`src/rtl/mac_pkg.sv`:
```
// Shared widths, encodings and sideband type for the mac_acc dot-product accumulator.
package mac_pkg;

   localparam logic WMODE_TC  = 1'b0;
   localparam logic WMODE_ODD = 1'b1;

   typedef struct packed {
      logic vld;
      logic first;
      logic last;
   } mac_flags_t;

   function automatic int WP(input int wi);
      return 2 * (wi + 1);
   endfunction

   function automatic int WT(input int wi, input int n);
      return WP(wi) + $clog2(n);
   endfunction

endpackage

```
`src/rtl/mac_tree.sv`:
```
// N-lane signed multiply feeding a registered binary adder tree; the control
// flags ride a shift register that stays aligned with the tree result.
module mac_tree
   import mac_pkg::*;
#(
   parameter int WI = 8,
   parameter int N  = 16,
   parameter int WN = $clog2(N)
) (
   input  logic                       clk,
   input  logic                       rstn,
   input  logic [N*(WI+1)-1:0]        w_i,
   input  logic [N*(WI+1)-1:0]        a_i,
   input  mac_flags_t                 fl_i,
   output logic signed [WT(WI,N)-1:0] sum_o,
   output mac_flags_t                 fl_o
);

   localparam int WE  = WI + 1;
   localparam int WPR = WP(WI);

   logic signed [WPR-1:0] prod [N];

   for (genvar l = 0; l < N; l++) begin : g_mul
      logic signed [WE-1:0] wl, al;
      assign wl      = w_i[l*WE +: WE];
      assign al      = a_i[l*WE +: WE];
      assign prod[l] = wl * al;
   end

   // Level k holds N>>k partial sums, each one bit wider than level k-1.
   for (genvar k = 1; k <= WN; k++) begin : g_lvl
      localparam int WK = WPR + k;
      for (genvar j = 0; j < (N >> k); j++) begin : g_add
         logic signed [WK-1:0] lhs, rhs, sum_q;
         if (k == 1) begin : g_src
            assign lhs = WK'(prod[2*j]);
            assign rhs = WK'(prod[2*j+1]);
         end else begin : g_src
            assign lhs = WK'(g_lvl[k-1].g_add[2*j].sum_q);
            assign rhs = WK'(g_lvl[k-1].g_add[2*j+1].sum_q);
         end
         always_ff @(posedge clk or negedge rstn) begin
            if (!rstn) sum_q <= '0;
            else       sum_q <= lhs + rhs;
         end
      end
   end

   assign sum_o = g_lvl[WN].g_add[0].sum_q;

   mac_flags_t sb_q [WN];

   always_ff @(posedge clk or negedge rstn) begin
      if (!rstn) begin
         for (int i = 0; i < WN; i++) sb_q[i] <= '0;
      end else begin
         sb_q[0] <= fl_i;
         for (int i = 1; i < WN; i++) sb_q[i] <= sb_q[i-1];
      end
   end

   assign fl_o = sb_q[WN-1];

endmodule

```
`src/rtl/mac_acc.sv`:
```
// Pipelined N-lane dot product with a saturating group accumulator between the
// weight/activation buffers and post-processing.
module mac_acc
   import mac_pkg::*;
#(
   parameter int WI   = 8,
   parameter int N    = 16,
   parameter int WN   = $clog2(N),
   parameter int WACC = 32
) (
   input  logic                   clk,
   input  logic                   rstn,
   input  logic                   vld_i,
   input  logic                   first_i,
   input  logic                   last_i,
   input  logic                   wmode_i,
   input  logic                   asgn_i,
   input  logic [N*WI-1:0]        win,
   input  logic [N*WI-1:0]        din,
   output logic signed [WACC-1:0] acc_o,
   output logic                   vld_o,
   output logic                   ovf_o
);

   localparam int WE  = WI + 1;
   localparam int WTR = WT(WI, N);

   // Stream has no ready: every beat with vld_i=1 is consumed on that edge.
   logic [N*WE-1:0] w_d, w_q, a_d, a_q;
   mac_flags_t      fl_d, fl_q, tr_fl;
   logic signed [WTR-1:0] tr_sum;

   always_comb begin
      w_d = '0;
      a_d = '0;
      for (int l = 0; l < N; l++) begin
         if (wmode_i == WMODE_ODD) w_d[l*WE +: WE] = {win[l*WI +: WI], 1'b1};
         else                      w_d[l*WE +: WE] = {win[l*WI+WI-1], win[l*WI +: WI]};
         a_d[l*WE +: WE] = {asgn_i & din[l*WI+WI-1], din[l*WI +: WI]};
      end
      fl_d.vld   = vld_i;
      fl_d.first = vld_i & first_i;
      fl_d.last  = vld_i & last_i;
   end

   always_ff @(posedge clk or negedge rstn) begin
      if (!rstn) begin
         w_q  <= '0;
         a_q  <= '0;
         fl_q <= '0;
      end else begin
         w_q  <= w_d;
         a_q  <= a_d;
         fl_q <= fl_d;
      end
   end

   mac_tree #(.WI(WI), .N(N), .WN(WN)) u_tree (
      .clk   (clk),
      .rstn  (rstn),
      .w_i   (w_q),
      .a_i   (a_q),
      .fl_i  (fl_q),
      .sum_o (tr_sum),
      .fl_o  (tr_fl)
   );

   logic signed [WACC-1:0] acc_d, acc_q, sum_ext, base;
   logic signed [WACC:0]   tot;
   logic                   sat, sticky_d, sticky_q, close_d, close_q;

   // One guard bit catches overflow; a first beat adds onto zero instead of acc.
   always_comb begin
      sum_ext  = WACC'(tr_sum);
      base     = tr_fl.first ? '0 : acc_q;
      tot      = (WACC+1)'(base) + (WACC+1)'(sum_ext);
      sat      = tot[WACC] != tot[WACC-1];
      acc_d    = acc_q;
      sticky_d = sticky_q;
      if (tr_fl.vld) begin
         if (sat) acc_d = tot[WACC] ? {1'b1, {(WACC-1){1'b0}}} : {1'b0, {(WACC-1){1'b1}}};
         else     acc_d = tot[WACC-1:0];
         sticky_d = (sticky_q & ~tr_fl.first) | sat;
      end
      close_d = tr_fl.vld & tr_fl.last;
   end

   always_ff @(posedge clk or negedge rstn) begin
      if (!rstn) begin
         acc_q    <= '0;
         sticky_q <= 1'b0;
         close_q  <= 1'b0;
      end else begin
         acc_q    <= acc_d;
         sticky_q <= sticky_d;
         close_q  <= close_d;
      end
   end

   always_ff @(posedge clk or negedge rstn) begin
      if (!rstn) begin
         acc_o <= '0;
         ovf_o <= 1'b0;
         vld_o <= 1'b0;
      end else begin
         vld_o <= close_q;
         if (close_q) begin
            acc_o <= acc_q;
            ovf_o <= sticky_q;
         end
      end
   end

endmodule

```
`config.mk`:
```
export PLATFORM = sky130hd
export DESIGN_NAME = mac_acc
export DESIGN_NICKNAME = d
export VERILOG_FILES = /design/src/rtl/mac_pkg.sv /design/src/rtl/mac_tree.sv /design/src/rtl/mac_acc.sv
export SDC_FILE = /design/constraint.sdc
export NUM_CORES = 2
export LEC_CHECK = 0
export BUFFER_PORTS_ARGS = -buffer_cell sky130_fd_sc_hd__buf_2
export CAP_MARGIN = 20
export CORE_MARGIN = 2
export CORE_UTILIZATION = 55
export DETAILED_ROUTE_END_ITERATION = 7
export GPL_TIMING_DRIVEN = 1
export HOLD_SLACK_MARGIN = 0.1
export PLACE_DENSITY = 0.76
export SETUP_SLACK_MARGIN = 0.15
export SYNTH_ARGS = -nofsm -noshare
export SYNTH_HDL_FRONTEND = slang
export SYNTH_HIERARCHICAL = 1
export SYNTH_SLANG_ARGS = --single-unit
```
`constraint.sdc`:
```
create_clock -name clk -period 16.1 [get_ports clk]
set_input_delay 4.83 -clock clk [delete_from_list [all_inputs] [get_ports clk]]
set_output_delay 4.83 -clock clk [all_outputs]
set_load 0.005 [all_outputs]
```
Word level (Yosys, flattened, before mapping)
Cells that the tools add are included.
Storage, ports and cells
  word-level logic and storage cells: 112
  bits in registers: 667
  output and inout port bits: 34
Cells by class
  multipliers: 16
  $add $sub $neg: 16
  eq/ne operators: 1
  bitwise gates (word level): 22
  mux-type cells: 19
Operator list (count)
  9-bit by 9-bit multiplier with 18-bit output: 16
  18-bit by 18-bit adder with 19-bit output: 8
  8-bit 2-to-1 mux: 16
  32-bit 2-to-1 mux: 3
  19-bit by 19-bit adder with 20-bit output: 4
  20-bit by 20-bit adder with 21-bit output: 2
  32-bit by 22-bit adder with 33-bit output: 1
  21-bit by 21-bit adder with 22-bit output: 1
  1-bit AND: 20
  1-bit != test: 1
  1-bit NOT: 1
  1-bit bitwise OR: 1

Longest topological paths before layout
  word-level depth: 4
  depth in mapped cells: 24

Hierarchy
The synthesis kept the hierarchy.
By module, submodules not included
  mac_tree: sequential area each 7707.4 um^2, cells an instance 6437, times used 1, area each 64922.3 um^2
  mac_acc: sequential area each 8983.6 um^2, cells an instance 949, times used 1, area each 13835.8 um^2

Worst setup path after synthesis
OpenSTA, ideal clock, no wires.
  path kind: in2reg
  start: input port wmode_i
  end: register w_q[100]
  setup slack: 10188 ps
  library setup time: 125 ps
  buffers on the path: 2
  data required time: 15975 ps
  stages on the path: 3
  arrival: 5787 ps
  path through: clkbuf_1 clkbuf_1 mux2_2
Between the ends
  word-level cells in the longest chain between the ends: 1
Ends and longest elaborated chain
  start: declaration: RTL line mac_acc.sv:16  | input logic wmode_i,
  8-bit 2-to-1 mux: RTL line mac_acc.sv:37  | if (wmode_i == WMODE_ODD) w_d[l*WE +: WE] = {win[l*WI +: WI], 1'b1};
  via w_d[100]: RTL line mac_acc.sv:29  | logic [N*WE-1:0] w_d, w_q, a_d, a_q;
  end signal: assignment: RTL line mac_acc.sv:52  | w_q <= w_d;
  end: declaration: RTL line mac_acc.sv:29
The timed path passes the listed nets, and every way through them passes these cells.
A chain may end at the register's enable or synchronous reset.

==> impl_metrics.ini <==
[outcome]
status = completed

[synthesis]
yosysMostFrequentCell = inv_1
async_flop_share_pct = 100
synth_top_flop_cell = dfrtp_1
yosysTopAreaCell = fa_1
synth_cells = 7386
ys_top_cells_by_count = 1420 x inv_1, 1384 x fa_1, 793 x ha_1, 667 x dfrtp_1, 650 x nand2_1
synth_seq_area_share_pct = 21.2
synthesis.nets = 9826
synth_edf_count = 0
ys_warn_count = 6
ys_ff_latch = 667
ys_top_cells_by_area = fa_1 35%, dfrtp_1 21%, ha_1 13%, inv_1 6.8%, and2_1 4.9%
synth_top_area_share_pct = 35.2
synth.distinct_cells = 99
synth_area_per_cell_sq_um = 10.7
syn-cell-area_sq_um = 78800

[timing]
fmax_mhz = 145
drv_slew = 0
setup_tns_ns = 0
hold_viol_final = 0
fin_skew_ns = 0.0225
hold_ws_ns = 0.347
rsz0062_at_grt = false
period_share_pct = 43.0
worst_slew_pin_slew_ns = 1.05
period_needed_ns = 6.92
max_slew_margin_pct = 30.0
setup_viol = 0

[grt]
grt_max_degree = 181
grt_pass1_wl_microns = 290000
gr-total-overflow = 0
grt_util_all_layers_pct = 24.9
antenna_found_initial = 3
grt_pass1_vias = 56126

[die]
start_util_pct = 55.6
coreArea_sq_um = 142000
ioPinCount = 297
die_w_microns = 382
dieArea_sq_um = 146000
die_h_microns = 382
rows = 138

[critical_path]
cp_max_fo = 86
path_buf_inv = 4
cp_slowest_cell = buf_4
r2r-end = u_tree/g_lvl[1].g_add[6].sum_q[18]$_DFF_PN0_
setup.worst_path.start_class = input port
required_ns = 16.79
crit_family = buffers and inverters
max_stage_delay_ns = 0.80
worstSetupPathType = in -> async
cp_common_cell = buf_4
reg2reg_depth = 17
r2r_start = w_q[122]$_DFF_PN0_
cp_cell_sequence = buf_8 -> buf_4 -> buf_4 -> buf_4
regToRegSetupSlack_ns = 9.66
cp.arrival_ns = 7.61
cp-end-kind = asynchronous set/reset pin

[worst_hold_path]
hold_depth = 0
min_from = fl_q[2]$_DFF_PN0_
hold_class = reg -> reg
hold_end = u_tree/sb_q[11]$_DFF_PN0_

[cts]
h-tree-depth = 3
clock-root-buffer = clkbuf_16
cts_made_buffers = 82
cts_resized = 0
cts_tree = done
path_clk_slew_ns = 0.08
cts_hold_buf = 0
clk_latency_ns = 0.70
clock-sinks = 667
post-cts-setup-buffers = 0
cts.path.max_buffers = 3

[run]
max-cap-violations = 0

[cells_and_area]
area_growth_pct = 7.80
fin_cells = 9575
utilization_pct = 59.9
fillers = 11490
drive_gt1_share_pct = 9.10
layout.nets = 10056

[detailed_routing]
drt_pass1_iterations = 6
vias = 51137
vias_per_cell = 5.34
routed_wl_microns = 172000
drc_errors = 0
wl_per_cell_microns = 17.9
drt-initial-drc-count = 2831
ant_nets = 0

[placement]
dp.cells = 9422
io_buffers = 296
gp_congestion = 0.913
hpwl_microns = 143000
[sequential cells by signal, summed over array words and instances (netlist names), 9 cells and up]
signal and count:
acc_o 32, u_tree/g_lvl.g_add.sum_q 274, u_tree/sum_o 22, w_q 144, a_q 144, acc_q 32
u_tree/sb_q 9
[cell families (layout without fill, tap and decap cells)]
kind of cell | Yosys count | count (layout) | synth area share, %
buffers and inverters | 1581 | 1878 | 7.65
xor gates and xnor gates | 351 | 351 | 3.93
adders and majority gates | 2190 | 2190 | 48.0
muxes | 161 | 161 | 2.34
DFF | 667 | 667 | 21.2
other | 0 | 2 | 0
and+or+nand+nor | 1839 | 1839 | 11.8
AOI/OAI and AO/OA | 597 | 597 | 5.13
[placed cells by master, fill, tap and decap left out, drive strengths merged, types with 6 or more instances in the layout]
cell type / netlist / layout
nand4: 12 / 12
o22ai: 8 / 8
o21bai: 29 / 29
mux2: 160 / 160
nand2b: 85 / 85
bufinv: 0 / 9
a21oi: 194 / 194
a211o: 12 / 12
inv: 1420 / 1431
dfrtp: 667 / 667
nand2: 651 / 651
o21a: 33 / 33
clkinvlp: 0 / 9
fa: 1384 / 1384
nor3: 49 / 49
xnor2: 286 / 286
buf: 13 / 307
and3: 30 / 30
clkbuf: 145 / 108
or3: 21 / 21
a311oi: 8 / 8
a31o: 9 / 9
clkinv: 0 / 14
and2: 619 / 619
o31ai: 9 / 9
xor2: 65 / 65
nor2: 206 / 206
a211oi: 22 / 22
nand3: 59 / 59
a21boi: 8 / 8
o211ai: 12 / 12
nor2b: 47 / 47
or2: 35 / 35
o21ai: 100 / 100
a21o: 70 / 70
nor4: 6 / 6
a31oi: 24 / 24
maj3: 13 / 13
ha: 793 / 793
[through the flow]
| stage | instance area (sq um) | worst slack [ns] |
|---|---|---|
| 2_1_floorplan | 78800 | 10.19 |
| 3_3_place_gp | 82000 | 8.32 |
| 3_5_place_dp | 82000 | 8.20 |
| 4_1_cts | 84900 | 8.96 |
| 5_1_grt | 84900 | 8.66 |
| 6_report | 84900 | 9.18 |
[metal layers]
| layer | vias up | wire length [microns] | global-route usage [%] |
|---|---|---|---|
| met4 | 2 | 5950 | 8.47 |
| met1 | 26314 | 74000 | 34.0 |
| met2 | 1285 | 83200 | 40.9 |
| met5 | - | 13 | 0 |
| met3 | 266 | 8670 | 3.51 |
| li1 | 23270 | - | - |
[cell type report]
type,count,area (sq um),share of cell area (%)
clock buffer,108,2270,2.67
sequential,667,16700,19.7
tap,1890,2360,2.79
multi-input combinational,5138,56000,66.0
inverter,1420,5330,6.28
clock inverter,43,591,0.696
timing repair buffer,307,1610,1.89
antenna,2,5.00,0.00589
[how the worst max path moves through the flow]
stage | start | to | slack, ns | cells past startpoint
2_1_floorplan | wmode_i | w_q[100]$_DFF_PN0_ | 10.19 | 3
3_3_place_gp | rstn | w_q[63]$_DFF_PN0_ | 8.32 | 4
3_5_place_dp | rstn | a_q[64]$_DFF_PN0_ | 8.20 | 4
4_1_cts | rstn | w_q[65]$_DFF_PN0_ | 8.96 | 4
5_1_grt | rstn | w_q[66]$_DFF_PN0_ | 8.66 | 4
6_report | rstn | a_q[56]$_DFF_PN0_ | 9.18 | 4
Power is left out: the tool's default activity adds up to more than one toggle a clock period on the data nets, which glitch-free logic cannot reach.
